**src/rtl/pipe_io_in_cond.sv**
```systemverilog
// Switch input conditioner: 2-flop synchronizer, per-bit debounce and change strobe feeding io_in.
// Define IO_EDGE_LATCH_EN to build the sticky rise/fall edge flags cleared by flag_clr.
module pipe_io_in_cond #(
   parameter int WIDTH           = 10,
   parameter int DEBOUNCE_CYCLES = 50000,
   parameter int CNT_W           = 16
) (
   input  logic             clock,
   input  logic             resetn,
   input  logic [WIDTH-1:0] sw_raw,
   output logic [WIDTH-1:0] io_in,
   output logic             io_chg,
   output logic [WIDTH-1:0] io_chg_mask,
   input  logic [WIDTH-1:0] flag_clr,
   output logic [WIDTH-1:0] rise_flags,
   output logic [WIDTH-1:0] fall_flags
);

   localparam logic [CNT_W-1:0] CNT_LAST = CNT_W'(DEBOUNCE_CYCLES - 1);

   logic [WIDTH-1:0] sync1_p0_q, sync1_p0_d;
   logic [WIDTH-1:0] sync2_p1_q, sync2_p1_d;
   logic [WIDTH-1:0] io_in_p2_q, io_in_p2_d;
   logic [WIDTH-1:0] chg_mask_p2_q, chg_mask_p2_d;
   logic             chg_p2_q, chg_p2_d;
   logic [CNT_W-1:0] cnt_p2_q [WIDTH];
   logic [CNT_W-1:0] cnt_p2_d [WIDTH];

   // p0 -> p1: synchronizer chain
   always_comb begin
      sync1_p0_d = sw_raw;
      sync2_p1_d = sync1_p0_q;
   end

   // p1 -> p2: debounce against the current stable value
   always_comb begin
      io_in_p2_d    = io_in_p2_q;
      chg_mask_p2_d = '0;
      for (int i = 0; i < WIDTH; i++) begin
         cnt_p2_d[i] = cnt_p2_q[i];
         if (sync2_p1_q[i] == io_in_p2_q[i]) begin
            cnt_p2_d[i] = '0;
         end else if (cnt_p2_q[i] == CNT_LAST) begin
            io_in_p2_d[i]    = sync2_p1_q[i];
            cnt_p2_d[i]      = '0;
            chg_mask_p2_d[i] = 1'b1;
         end else begin
            cnt_p2_d[i] = cnt_p2_q[i] + CNT_W'(1);
         end
      end
      chg_p2_d = |chg_mask_p2_d;
   end

   always_ff @(posedge clock) begin
      if (!resetn) begin
         sync1_p0_q    <= '0;
         sync2_p1_q    <= '0;
         io_in_p2_q    <= '0;
         chg_mask_p2_q <= '0;
         chg_p2_q      <= 1'b0;
         for (int i = 0; i < WIDTH; i++) begin
            cnt_p2_q[i] <= '0;
         end
      end else begin
         sync1_p0_q    <= sync1_p0_d;
         sync2_p1_q    <= sync2_p1_d;
         io_in_p2_q    <= io_in_p2_d;
         chg_mask_p2_q <= chg_mask_p2_d;
         chg_p2_q      <= chg_p2_d;
         for (int i = 0; i < WIDTH; i++) begin
            cnt_p2_q[i] <= cnt_p2_d[i];
         end
      end
   end

   assign io_in       = io_in_p2_q;
   assign io_chg      = chg_p2_q;
   assign io_chg_mask = chg_mask_p2_q;

`ifdef IO_EDGE_LATCH_EN
   logic [WIDTH-1:0] rise_p2_q, rise_p2_d;
   logic [WIDTH-1:0] fall_p2_q, fall_p2_d;

   // Set is applied after the clear so a coincident acceptance wins.
   always_comb begin
      rise_p2_d = (rise_p2_q & ~flag_clr) | (chg_mask_p2_d &  io_in_p2_d);
      fall_p2_d = (fall_p2_q & ~flag_clr) | (chg_mask_p2_d & ~io_in_p2_d);
   end

   always_ff @(posedge clock) begin
      if (!resetn) begin
         rise_p2_q <= '0;
         fall_p2_q <= '0;
      end else begin
         rise_p2_q <= rise_p2_d;
         fall_p2_q <= fall_p2_d;
      end
   end

   assign rise_flags = rise_p2_q;
   assign fall_flags = fall_p2_q;
`else
   logic unused_flag_clr;

   assign unused_flag_clr = ^flag_clr;
   assign rise_flags      = '0;
   assign fall_flags      = '0;
`endif

endmodule

```
**config.mk**
```make
export PLATFORM = sky130hd
export DESIGN_NAME = pipe_io_in_cond
export DESIGN_NICKNAME = d
export VERILOG_FILES = /design/src/rtl/pipe_io_in_cond.sv
export SDC_FILE = /design/constraint.sdc
export NUM_CORES = 1
export LEC_CHECK = 0
export CAP_MARGIN = 10
export CORE_ASPECT_RATIO = 1.25
export CORE_MARGIN = 2
export CORE_UTILIZATION = 55
export DETAILED_ROUTE_END_ITERATION = 8
export GPL_TIMING_DRIVEN = 1
export PLACE_DENSITY = 0.79
export SLEW_MARGIN = 0
export SYNTH_ARGS = -nofsm -noshare
export SYNTH_HDL_FRONTEND = slang
export SYNTH_SLANG_ARGS = --single-unit
```
**constraint.sdc**
```tcl
create_clock -name clock -period 2.64 [get_ports clock]
set_input_delay 0.264 -clock clock [delete_from_list [all_inputs] [get_ports clock]]
set_output_delay 0.264 -clock clock [all_outputs]
set_load 0.05 [all_outputs]
```
# [Word-level counts from Yosys, hierarchy flattened]
# Memory sizes are Yosys's and may differ from the RTL's.
# Cells that the tools add are included.
[classes] mux=52 n_addsub=10 n_reduce_logical=11 n_bitwise=20 n_eq_ne=20
[ops] op="16-bit two-way mux" count=30
[ops] op="16-bit by 1-bit adder with 16-bit output, second input constant" count=10
[ops] op="16-bit equality test, second input constant" count=10
[ops] op="1-bit two-way mux" count=22
[ops] op="2-bit AND reduction" count=10
[ops] op="1-bit equality test" count=10
[ops] op="1-bit inverter" count=10
[ops] op="1-bit OR" count=10
[ops] op="10-bit OR reduction" count=1
[word_totals] reg_bits=41 mem_bits_rw=160 mem_count=1 in_bits=22
[memory_table] name="cnt_p2_q" words=10 width=16 rd=10 rd_clocked_by_memory_dff=0 wr=10 line="26" source="logic [CNT_W-1:0] cnt_p2_q [WIDTH];"

# [Depth between registers and ports, before layout]
# An unclocked memory read counts as a cell.
[depth] ltp_word=5 ltp_mapped=7 depth_no_buf=6

# [Least setup slack after synthesis]
# OpenSTA, ideal clock, no wires.
[synth_path] path_type="reg2reg" start="mem cnt_p2_q[4][7]" end="mem cnt_p2_q[4][10]" stages_incl_launch_ff=6 slack_ps=799 period_less_slack_ps=1841 setup_time_ps=115 arrival_ps=1727 n_path_buf=1 cell_sequence="dfxtp_1 > or4b_1 > or4_4 > nand3_2 > buf_6 > nor2_1"
[synth_rtl] item="start: declaration" line="26"

==> metrics.md <==
| Metric | Value |
|---|---|
| Hold Buf Count CTS | `0` |
| Root Driver | `clkbuf_16` |
| GR Overflow Total | `0` |
| Synthesized netlist cell count | `920` |
| Htree depth | `1` |
| Worst vdd ir | `458.0 uV` |
| Worst R2R Start | `cnt_p2_q[2][0]$_SDFF_PP0_` |
| Period Utilization, post-route | `76.99%` |
| Static Leak | `0.003275 uW` |
| Cell mode on critical path | `nand3_1` |
| Max incr delay on CP | `0.54 ns` |
| Initial antenna violation count | `0` |
| Setup violators final | `0` |
| DR iter-0 viols | `211` |
| Period minus WS final | `2.032 ns` |
| TritonCTS Buffers | `20` |
| Port bufs | `32` |
| FF-to-FF path depth | `6` |
| Library cells used by synthesis | `39` |
| Power Density | `649.6 mW/mm2` |
| YS warnings | `0` |
| Hpwl dp | `9642 um` |
| Switch Pwr | `1214 uW` |
| Post-CTS Setup Inserts | `0` |
| FILL cells | `1,228` |
| Core box area | `0.01489 mm2` |
| Clock sinks | `201` |
| Slowest CP cell | `nand3_1` |
| Clock Path Buffers | `3` |
| Placer Congestion | `0.8340` |
| Final Hold Vio Count | `0` |
| Clk Latency, worst-skew pair | `0.48 ns` |
| Clock Skew | `0.006556 ns` |
| Hold_sp | `resetn` |
| Ys flop type | `dfxtp_1` |
| Initial core utilization | `55.92%` |
| DRC viols | `0` |
| Vias | `5,938` |
| Fin Setup TNS | `0 ns` |
| RSZ-0062 raised after global routing | `no` |
| Critical Path Fanout Max | `16` |
| Critical path type | `reg2reg` |
| Synth area leader | `dfxtp_1` |
| Hold Crit Depth | `3` |
| Outcome | `finished clean` |
| Worst endpoint required time | `2.98 ns` |
| Switching Fraction | `19.84%` |
| Comb pwr share | `2.2%` |
| Initial DRT Pass Iterations | `4` |
| Layout cells sized above 1 | `4.012%` |
| Slew HR | `57.79%` |
| Io pins | `63` |
| Dpl cells | `1,118` |
| Min-Delay Endpoint | `io_chg_mask[6]$_SDFF_PN0_` |
| Avg Inst Size Synth | `9.051 um2` |
| Pin count of the biggest net entering global routing | `37` |
| Final Total Pwr | `6118 uW` |
| Area Growth Syn to Fin | `13.12%` |
| Width of the die | `114.1 um` |
| Die Y | `141.6 um` |
| Nets | `990` |
| Final Max Tran Viols | `0` |
| Clk pin slew, worst setup/hold paths | `0.06 ns` |
| Total track usage | `18.00%` |
| Post-synth EDFFs | `0` |
| DRT Wirelength | `14,180 um` |
| Internal | `4905 uW` |
| # diodes | `0` |
| WP buf/inv | `0` |
| #FFs+latches synth | `201` |
| Vias in the first global route | `5,655` |
| CTS tree | `yes` |
| Reg2reg end | `cnt_p2_q[2][12]$_SDFF_PP0_` |
| Post-route insts no fill | `1,154` |
| Most numerous cell in the Yosys netlist | `dfxtp_1` |
| Worst-Margin Slew | `0.6313 ns` |
| Tightest Hold Check Type | `in2reg` |
| Max Cap Viol | `0` |
| CP Capture Type | `register` |
| Global-route wire length before repair | `24,740 um` |
| Overall die area | `0.01615 mm2` |
| Startpoint Class | `register` |
| Top cell type's share of synthesized area | `48.32%` |
| Fmax | `492.0 MHz` |
| Clock share of power | `47.7%` |
| Sequential fraction of the synthesis area | `48.32%` |
| Synthesized area | `0.008327 mm2` |
| Ys async rst share | `0%` |
| Wire length per cell | `12.29 um` |
| Cell family with most CP delay | `simple AND/OR/NAND/NOR gates` |
| Crit-path cells | `ha_1, nand3_1, nor4_1, nand3_1, nand3_1, nor2_1` |
| Commonest cells in the netlist | `dfxtp_1, nor2_1, xor2_1` |
| R2r setup slk | `0.61 ns` |
| Main area contributors after synthesis | `dfxtp_1, nor2_1, xor2_1` |
| Sequential share of power | `50.1%` |
| CP arrival | `2.37 ns` |
| PostCTS Resize Cnt | `0` |
| Post-route ant nets | `0` |
| Via density per instance | `5.146` |
| Row count | `50` |
## sequential cells by signal, summed over array words and instances, names as in the netlist
name,count
io_in,10
sync2_p1_q,10
sync1_p0_q,10
io_chg_mask,10
io_chg,1
cnt_p2_q,160
## layer usage
layer	track usage, %	routed length, um	share of wire [%]
met5	0	0	0
met4	6.483	333	2.3
met2	31.02	6778	48
met3	2.392	424	3.0
met1	23.08	6647	47
## cell families (layout without fill, tap and decap cells)
kind of cell	after synthesis	in the layout	share of synthesized area, %
adders and majority gates	10	10	1.503
other	1	20	0.04504
and+or+nand+nor	482	482	28.91
buffers and inverters	58	91	3.697
AOI/OAI and AO/OA	12	12	0.9767
muxes	9	9	1.082
DFF	201	201	48.32
xor gates and xnor gates	147	147	15.46
## placed cells by master, fill, tap and decap left out, types with 9 or more instances in the layout
cell type,netlist,final
clkbuf_16,0,21
dfxtp_1,201,201
xor2_1,85,85
nand2_1,55,55
and3_1,30,30
nor2_1,199,199
and4_1,11,11
ha_1,10,10
and2_1,24,24
mux2i_1,9,9
nor4b_1,9,9
nor2b_1,10,10
xnor2_1,62,62
nand4_1,32,32
nor3_1,16,16
conb_1,1,20
inv_1,22,22
clkdlybuf4s50_1,0,31
nand3_1,63,63
## per-stage QoR
| step | instance area, um2 | setup slack (ns) | hold slack, ns | util [%] |
|---|---|---|---|---|
| 5_1_grt | 9419 | 0.4206 | 0.3437 | 63.26 |
| 2_1_floorplan | 8398 | 0.7988 | 0.3913 | - |
| 3_3_place_gp | 8723 | 0.6632 | 0.4161 | 58.59 |
| 3_5_place_dp | 8723 | 0.6295 | 0.4179 | 58.59 |
| 4_1_cts | 9419 | 0.6031 | 0.3041 | 63.26 |
| 6_report | 9419 | 0.6076 | 0.3125 | 63.26 |
## how the worst max path moves through the flow
stage / start / end / slack, ns / cells past startpoint
final: cnt_p2_q[2][0]$_SDFF_PP0_ / cnt_p2_q[2][12]$_SDFF_PP0_ / 0.61 / 6
after global routing: cnt_p2_q[2][0]$_SDFF_PP0_ / cnt_p2_q[2][12]$_SDFF_PP0_ / 0.42 / 6
after detailed placement: cnt_p2_q[2][0]$_SDFF_PP0_ / cnt_p2_q[2][12]$_SDFF_PP0_ / 0.63 / 6
after CTS: cnt_p2_q[2][0]$_SDFF_PP0_ / cnt_p2_q[2][12]$_SDFF_PP0_ / 0.60 / 6
after global placement: cnt_p2_q[2][0]$_SDFF_PP0_ / cnt_p2_q[2][15]$_SDFF_PP0_ / 0.66 / 6
after floorplan: cnt_p2_q[4][7]$_SDFF_PP0_ / cnt_p2_q[4][10]$_SDFF_PP0_ / 0.80 / 5
## cell type report
cell class	count	area, um2	area share [%]
Multi-Input combinational cell	680	4066	43.17
Sequential cell	201	4024	42.72
Clock buffer	33	630.6	6.695
Timing Repair Buffer	33	322.8	3.427
Tap cell	182	227.7	2.418
Inverter	22	82.58	0.8767
Clock inverter	3	65.06	0.6908
## worst min-delay path, cell delays in order
cell and delay [ns]:
buf_2 0.30, nand2_1 0.13, nor2_1 0.05
## power groups by stage
stage	combinational, uW	clock (uW)	sequential (uW)
floorplan	134	0	3130
global placement	136	0	3130
global route	148	3120	3060
CTS	137	2990	3060
finish	137	2920	3060
detailed placement	137	0	3130
Note: power is estimated with default switching activity, not from simulation.
